File: src/rtl/keylock_pkg.sv
// Shared definitions for the keypad lock: controller state encoding, default key codes
// and the digit key range that the controller and the digit accumulator both use.
package keylock_pkg;

    typedef enum logic [2:0] {
        ST_ENTRY   = 3'd0,
        ST_CHECK   = 3'd1,
        ST_OPEN    = 3'd2,
        ST_SET     = 3'd3,
        ST_LOCKOUT = 3'd4
    } state_t;

    localparam logic [7:0] DEF_ENTER_KEY = 8'd10;
    localparam logic [7:0] DEF_CLEAR_KEY = 8'd11;
    localparam logic [7:0] DEF_PROG_KEY  = 8'd12;

    // Keys in this range are the only ones the accumulator turns into digits.
    localparam logic [7:0] DIGIT_MIN = 8'd1;
    localparam logic [7:0] DIGIT_MAX = 8'd6;

    localparam int TIMER_W = 28;
    localparam int CNT_W   = 4;

    function automatic logic is_digit_key(input logic [7:0] k);
        return (k >= DIGIT_MIN) && (k <= DIGIT_MAX);
    endfunction

endpackage

File: src/rtl/keylock_ctrl_key_edge_detect.sv
// Turns the level-sensitive button_pressed into a single-cycle press qualifier,
// plus a digit qualifier for presses of keys in the accumulator's digit range.
module key_edge_detect
    import keylock_pkg::*;
(
    input  logic       hwclk,
    input  logic       reset,
    input  logic [7:0] i_key,
    input  logic       i_button_pressed,
    output logic       o_press,
    output logic       o_digit
);

    logic r_btn_q;

    // NOTE: non-blocking, so o_press compares against last cycle's level, not this one.
    always_ff @(posedge hwclk) begin
        if (reset) begin
            r_btn_q <= 1'b0;
        end else begin
            r_btn_q <= i_button_pressed;
        end
    end

    assign o_press = i_button_pressed & ~r_btn_q;
    assign o_digit = o_press & is_digit_key(i_key);

endmodule

File: src/rtl/keylock_ctrl.sv
// Keypad lock sequencer: drives the digit accumulator's enable, checks the entered code,
// grants timed unlock, locks out after repeated failures and allows re-programming.
module keylock_ctrl
    import keylock_pkg::*;
#(
    parameter logic [31:0] CODE_INIT      = 32'd1234,
    parameter int          CODE_DIGITS    = 4,
    parameter int          MAX_ATTEMPTS   = 3,
    parameter logic [23:0] UNLOCK_CYCLES  = 24'd12_000_000,
    parameter logic [27:0] LOCKOUT_CYCLES = 28'd120_000_000,
    parameter logic [7:0]  ENTER_KEY      = DEF_ENTER_KEY,
    parameter logic [7:0]  CLEAR_KEY      = DEF_CLEAR_KEY,
    parameter logic [7:0]  PROG_KEY       = DEF_PROG_KEY
) (
    input  logic        hwclk,
    input  logic        reset,
    input  logic [7:0]  key,
    input  logic        button_pressed,
    input  logic [31:0] typed,
    output logic        entry_enable,
    output logic        unlocked,
    output logic        lockout,
    output logic        fail_pulse,
    output logic [3:0]  attempts_left,
    output logic        prog_mode
);

    localparam logic [CNT_W-1:0]   L_CODE_DIGITS  = 4'(CODE_DIGITS);
    localparam logic [CNT_W-1:0]   L_MAX_ATTEMPTS = 4'(MAX_ATTEMPTS);
    localparam logic [TIMER_W-1:0] L_UNLOCK_LOAD  = {4'd0, UNLOCK_CYCLES} - 28'd1;
    localparam logic [TIMER_W-1:0] L_LOCKOUT_LOAD = LOCKOUT_CYCLES - 28'd1;

    state_t             r_state;
    logic               r_entry_enable;
    logic               r_unlocked;
    logic               r_lockout;
    logic               r_fail_pulse;
    logic [CNT_W-1:0]   r_attempts;
    logic               r_prog_mode;
    logic [31:0]        r_code;
    logic [TIMER_W-1:0] r_timer;
    logic [CNT_W-1:0]   r_digit_cnt;

    logic w_press;
    logic w_digit;
    logic w_enter;
    logic w_clear;
    logic w_prog;
    logic w_count_ok;
    logic w_match;

    key_edge_detect u_key_edge_detect (
        .hwclk            (hwclk),
        .reset            (reset),
        .i_key            (key),
        .i_button_pressed (button_pressed),
        .o_press          (w_press),
        .o_digit          (w_digit)
    );

    assign w_enter    = w_press && (key == ENTER_KEY);
    assign w_clear    = w_press && (key == CLEAR_KEY);
    assign w_prog     = w_press && (key == PROG_KEY);
    assign w_count_ok = (r_digit_cnt == L_CODE_DIGITS);
    assign w_match    = (typed == r_code) && w_count_ok;

    // Tracks how many digits the accumulator has absorbed; it restarts with it.
    always_ff @(posedge hwclk) begin
        if (reset) begin
            r_digit_cnt <= '0;
        end else if (!r_entry_enable) begin
            r_digit_cnt <= '0;
        end else if (w_digit && (r_state == ST_ENTRY || r_state == ST_SET)
                     && (r_digit_cnt != 4'hF)) begin
            r_digit_cnt <= r_digit_cnt + 4'd1;
        end
    end

    always_ff @(posedge hwclk) begin
        if (reset) begin
            r_state        <= ST_ENTRY;
            r_entry_enable <= 1'b0;
            r_unlocked     <= 1'b0;
            r_lockout      <= 1'b0;
            r_fail_pulse   <= 1'b0;
            r_attempts     <= L_MAX_ATTEMPTS;
            r_prog_mode    <= 1'b0;
            // NOTE: the stored code is an ordinary register, so reset restores CODE_INIT.
            r_code         <= CODE_INIT;
            r_timer        <= '0;
        end else begin
            r_fail_pulse <= 1'b0;
            case (r_state)
                ST_ENTRY: begin
                    if (w_enter) begin
                        r_state        <= ST_CHECK;
                        r_entry_enable <= 1'b0;
                    end else if (w_clear) begin
                        r_entry_enable <= 1'b0;
                    end else begin
                        r_entry_enable <= 1'b1;
                    end
                end

                ST_CHECK: begin
                    if (w_match) begin
                        r_state    <= ST_OPEN;
                        r_unlocked <= 1'b1;
                        r_attempts <= L_MAX_ATTEMPTS;
                        r_timer    <= L_UNLOCK_LOAD;
                    end else if (r_attempts > 4'd1) begin
                        // The CHECK cycle already held enable low, so re-entry starts clean.
                        r_state        <= ST_ENTRY;
                        r_entry_enable <= 1'b1;
                        r_attempts     <= r_attempts - 4'd1;
                        r_fail_pulse   <= 1'b1;
                    end else begin
                        r_state      <= ST_LOCKOUT;
                        r_lockout    <= 1'b1;
                        r_attempts   <= '0;
                        r_fail_pulse <= 1'b1;
                        r_timer      <= L_LOCKOUT_LOAD;
                    end
                end

                ST_OPEN: begin
                    if (w_clear || (!w_prog && r_timer == '0)) begin
                        r_state        <= ST_ENTRY;
                        r_unlocked     <= 1'b0;
                        r_entry_enable <= 1'b0;
                    end else if (w_prog) begin
                        r_state        <= ST_SET;
                        r_prog_mode    <= 1'b1;
                        r_entry_enable <= 1'b1;
                    end else begin
                        r_timer <= r_timer - 28'd1;
                    end
                end

                ST_SET: begin
                    if (w_enter || w_clear) begin
                        r_state        <= ST_ENTRY;
                        r_prog_mode    <= 1'b0;
                        r_unlocked     <= 1'b0;
                        r_entry_enable <= 1'b0;
                        if (w_enter && w_count_ok) begin
                            r_code <= typed;
                        end else if (w_enter) begin
                            r_fail_pulse <= 1'b1;
                        end
                    end else begin
                        r_entry_enable <= 1'b1;
                    end
                end

                ST_LOCKOUT: begin
                    if (r_timer == '0) begin
                        r_state        <= ST_ENTRY;
                        r_lockout      <= 1'b0;
                        r_attempts     <= L_MAX_ATTEMPTS;
                        r_entry_enable <= 1'b0;
                    end else begin
                        r_timer <= r_timer - 28'd1;
                    end
                end

                default: begin
                    r_state        <= ST_ENTRY;
                    r_entry_enable <= 1'b0;
                    r_unlocked     <= 1'b0;
                    r_lockout      <= 1'b0;
                    r_prog_mode    <= 1'b0;
                end
            endcase
        end
    end

    assign entry_enable  = r_entry_enable;
    assign unlocked      = r_unlocked;
    assign lockout       = r_lockout;
    assign fail_pulse    = r_fail_pulse;
    assign attempts_left = r_attempts;
    assign prog_mode     = r_prog_mode;

endmodule
File: config.mk
export PLATFORM = sky130hd
export DESIGN_NAME = keylock_ctrl
export DESIGN_NICKNAME = d
export VERILOG_FILES = /design/src/rtl/keylock_pkg.sv /design/src/rtl/keylock_ctrl_key_edge_detect.sv /design/src/rtl/keylock_ctrl.sv
export SDC_FILE = /design/constraint.sdc
export NUM_CORES = 1
export LEC_CHECK = 0
export CAP_MARGIN = 20
export CORE_AREA = 3 3 83 124
export CTS_CLUSTER_SIZE = 24
export DETAILED_ROUTE_END_ITERATION = 7
export DIE_AREA = 0 0 86 127
export PLACE_DENSITY = 0.64
export SYNTH_ARGS = -nofsm -noshare
export SYNTH_HDL_FRONTEND = slang
export SYNTH_SLANG_ARGS = --single-unit
File: constraint.sdc
create_clock -name hwclk -period 3.3 [get_ports hwclk]
set_input_delay 0.33 -clock hwclk [delete_from_list [all_inputs] [get_ports hwclk]]
set_output_delay 0.33 -clock hwclk [all_outputs]
set_load 0.05 [all_outputs]
==> impl_metrics.py <==
metrics = {
    "synth": {
        "async_flop_share_pct": 0,
        "ys_seq_area_share_pct": 36.9,
        "syn-cell-area_um2": 4180,
        "synth_warnings": 0,
        "synth_seq_cells": 77,
        "yosys_most_used_dff": "dfxtp_1",
        "synth_cell_type_count": 57,
        "synth_nets": 583,
        "netlist_instances": 535,
        "synth_area_per_cell_um2": 7.80,
        "synth_edf_count": 0,
    },
    "clock_tree": {
        "cts_tree": "done",
        "clockBufferDepth": 2,
        "cts-root-buf": "clkbuf_16",
        "post_cts_buffers": 0,
        "cts_buffers": 9,
        "clkTransAtPathRegs_ns": 0.06,
        "cts_max_level": 3,
        "clkSinkCount": 77,
        "cts-resized-gates": 0,
        "ctsHoldBuffers": 0,
        "clock_latency_ns": 0.34,
    },
    "floorplan": {
        "coreArea_um2": 9310,
        "io_pins": 52,
        "die_h_um": 127,
        "initial_core_util_pct": 44.9,
        "dieArea_um2": 10900,
        "num_rows": 43,
        "die_w_um": 86,
    },
    "critical_path": {
        "required_ns": 3.46,
        "cp-start-kind": "flop",
        "worstPathMaxFanout": 25,
        "worstSetupPathType": "reg -> reg",
        "end_kind": "flop",
        "crit_arrival_ns": 3.02,
    },
    "timing": {
        "fmax_ghz": 0.350,
        "worst_slew_pin_slew_ns": 1.00,
        "period_share_pct": 86.7,
        "setup_viol_count_final": 0,
        "rsz0062_at_grt": "false",
        "tns_ns": 0,
        "skew_ns": 0.00596,
        "layout_min_cycle_time_ns": 2.86,
        "drv_slew": 0,
        "relSlewSlack_pct": 33.3,
        "final_hold_viol_count": 0,
    },
    "placement": {
        "place_congestion": 0.858,
        "portBuffers": 51,
        "hpwl_um": 7340,
    },
    "grt": {
        "grt_pass1_vias": 3878,
        "grt_max_degree": 61,
        "antenna_found_initial": 0,
        "overflow": 0,
        "grt_use_total_pct": 20.3,
        "grt_pass1_wl_um": 17900,
    },
    "pwr": {
        "total_power_w": 0.00204,
        "p_per_area_nw_per_um2": 403,
        "vdd_drop_max_mv": 0.345,
        "cellLeakagePower_nw": 1.73,
    },
    "routing": {
        "top_layer": "met4",
        "drt_iter0_markers": 187,
        "wirelength_um": 10500,
        "viasPerCell": 5.57,
        "met2WireLength_um": 5410,
        "drt_pass1_iterations": 4,
        "drc": 0,
        "final_antenna_net_count": 0,
        "wl_per_cell_um": 15.0,
        "vias": 3894,
        "wl_met3_um": 441,
        "wl_met1_um": 4390,
    },
    "layout": {
        "layout_commonest_cell": "nand2_1",
        "drive_gt1_share_pct": 8.18,
        "layout_common_cells": "91 x nand2_1, 77 x dfxtp_1, 64 x a21oi_1, 50 x clkdlybuf4s50_1, 34 x o21ai_0",
        "area_growth_pct": 21.2,
        "insertedDiodeCount": 0,
        "layout.nets": 630,
    },
    "run_status": {
        "status": "finished, final reports clean",
    },
    "flow_run": {
        "cap_viol_max_count": 0,
    },
    "min_path": {
        "hold_path_class": "reg -> reg",
    },
}
==> Yosys cell counts, drive strengths merged, types with 4 or more instances <==
| master | number | area, um^2 |
|---|---|---|
| nand3 | 15 | 75.1 |
| ha | 5 | 62.6 |
| nand2b | 11 | 68.8 |
| a211oi | 8 | 60.1 |
| or3 | 6 | 37.5 |
| nand3b | 6 | 45.0 |
| nand4 | 10 | 62.6 |
| inv | 12 | 45.0 |
| nor2 | 32 | 128 |
| clkbuf | 25 | 93.8 |
| dfxtp | 77 | 1540 |
| or4 | 8 | 71.3 |
| nor3 | 19 | 100 |
| a21oi | 65 | 329 |
| o21ai | 34 | 170 |
| nor4 | 10 | 75.1 |
| nand2 | 91 | 342 |
| buf | 4 | 38.8 |
| xnor2 | 33 | 289 |
| a31oi | 4 | 25.0 |
| a311oi | 12 | 118 |
==> worst max-delay path: stages (launching register included) <==
cell and delay, ns:
dfxtp_1 0.32, inv_1 0.10, ha_1 0.22, or4b_1 0.44, or4_4 0.53, nor2_4 0.20, a21oi_2 0.20, o22a_4 0.42
a21oi_1 0.17, a311oi_1 0.07
==> metal layers <==
metal	global-route usage [%]	vias to the layer above
li1	-	1996
met1	23.7	1811
met2	35.4	72
met3	3.29	15
met4	9.88	0
met5	0	-
==> power breakdown <==
group | internal [W] | total (W) | switching [W]
Sequential | 0.000934 | 0.000940 | 0.00000610
Clock | 0.000504 | 0.000876 | 0.000373
Combinational | 0.000109 | 0.000222 | 0.000114
==> cell families (layout without fill, tap and decap cells) <==
| kind of cell | Yosys count | in the layout | synth area share (%) |
|---|---|---|---|
| simple gates | 233 | 233 | 28.8 |
| flops | 77 | 77 | 36.9 |
| xor+xnor | 36 | 36 | 7.55 |
| buf+inv | 42 | 94 | 4.34 |
| mux | 3 | 3 | 0.719 |
| fa+ha+maj | 5 | 5 | 1.50 |
| compound gates | 139 | 139 | 20.1 |
==> worst paths after layout <==
check	cells after the start	endpoint	slack (ns)	from
min	2	r_code[25]	0.46	r_code[25]
max reg2reg	9	r_timer[7]	0.44	r_timer[0]
min reg2reg	2	r_code[25]	0.46	r_code[25]
max	9	r_timer[7]	0.44	r_timer[0]
==> cell type report <==
class / count / area [um^2]
Sequential cell: 77 / 1540
Clock inverter: 5 / 27.5
Tap cell: 112 / 140
Multi-Input combinational cell: 416 / 2460
Inverter: 13 / 48.8
Timing Repair Buffer: 65 / 611
Clock buffer: 11 / 233
Fill cell: 896 / 4250
==> flip-flops by register name, indices dropped and copies added, names as in the netlist, 3 cells and up <==
register / count
r_digit_cnt: 4
attempts_left: 4
r_code: 32
r_state: 3
r_timer: 28
==> through the flow <==
| stage | cell area, um^2 | setup WS (ns) | instances | hold slack, ns | utilization, % |
|---|---|---|---|---|---|
| 4_1_cts | 5060 | 0.445 | 699 | 0.464 | 54.4 |
| 3_3_place_gp | 4800 | 0.269 | 683 | 0.450 | 51.6 |
| 3_5_place_dp | 4800 | 0.201 | 683 | 0.456 | 51.6 |
| 6_report | 5060 | 0.439 | 699 | 0.463 | 54.4 |
| 2_1_floorplan | 4180 | 0.816 | 535 | 0.444 | - |
| 5_1_grt | 5060 | 0.218 | 699 | 0.482 | 54.4 |
Note: power is estimated with default switching activity, not from simulation.
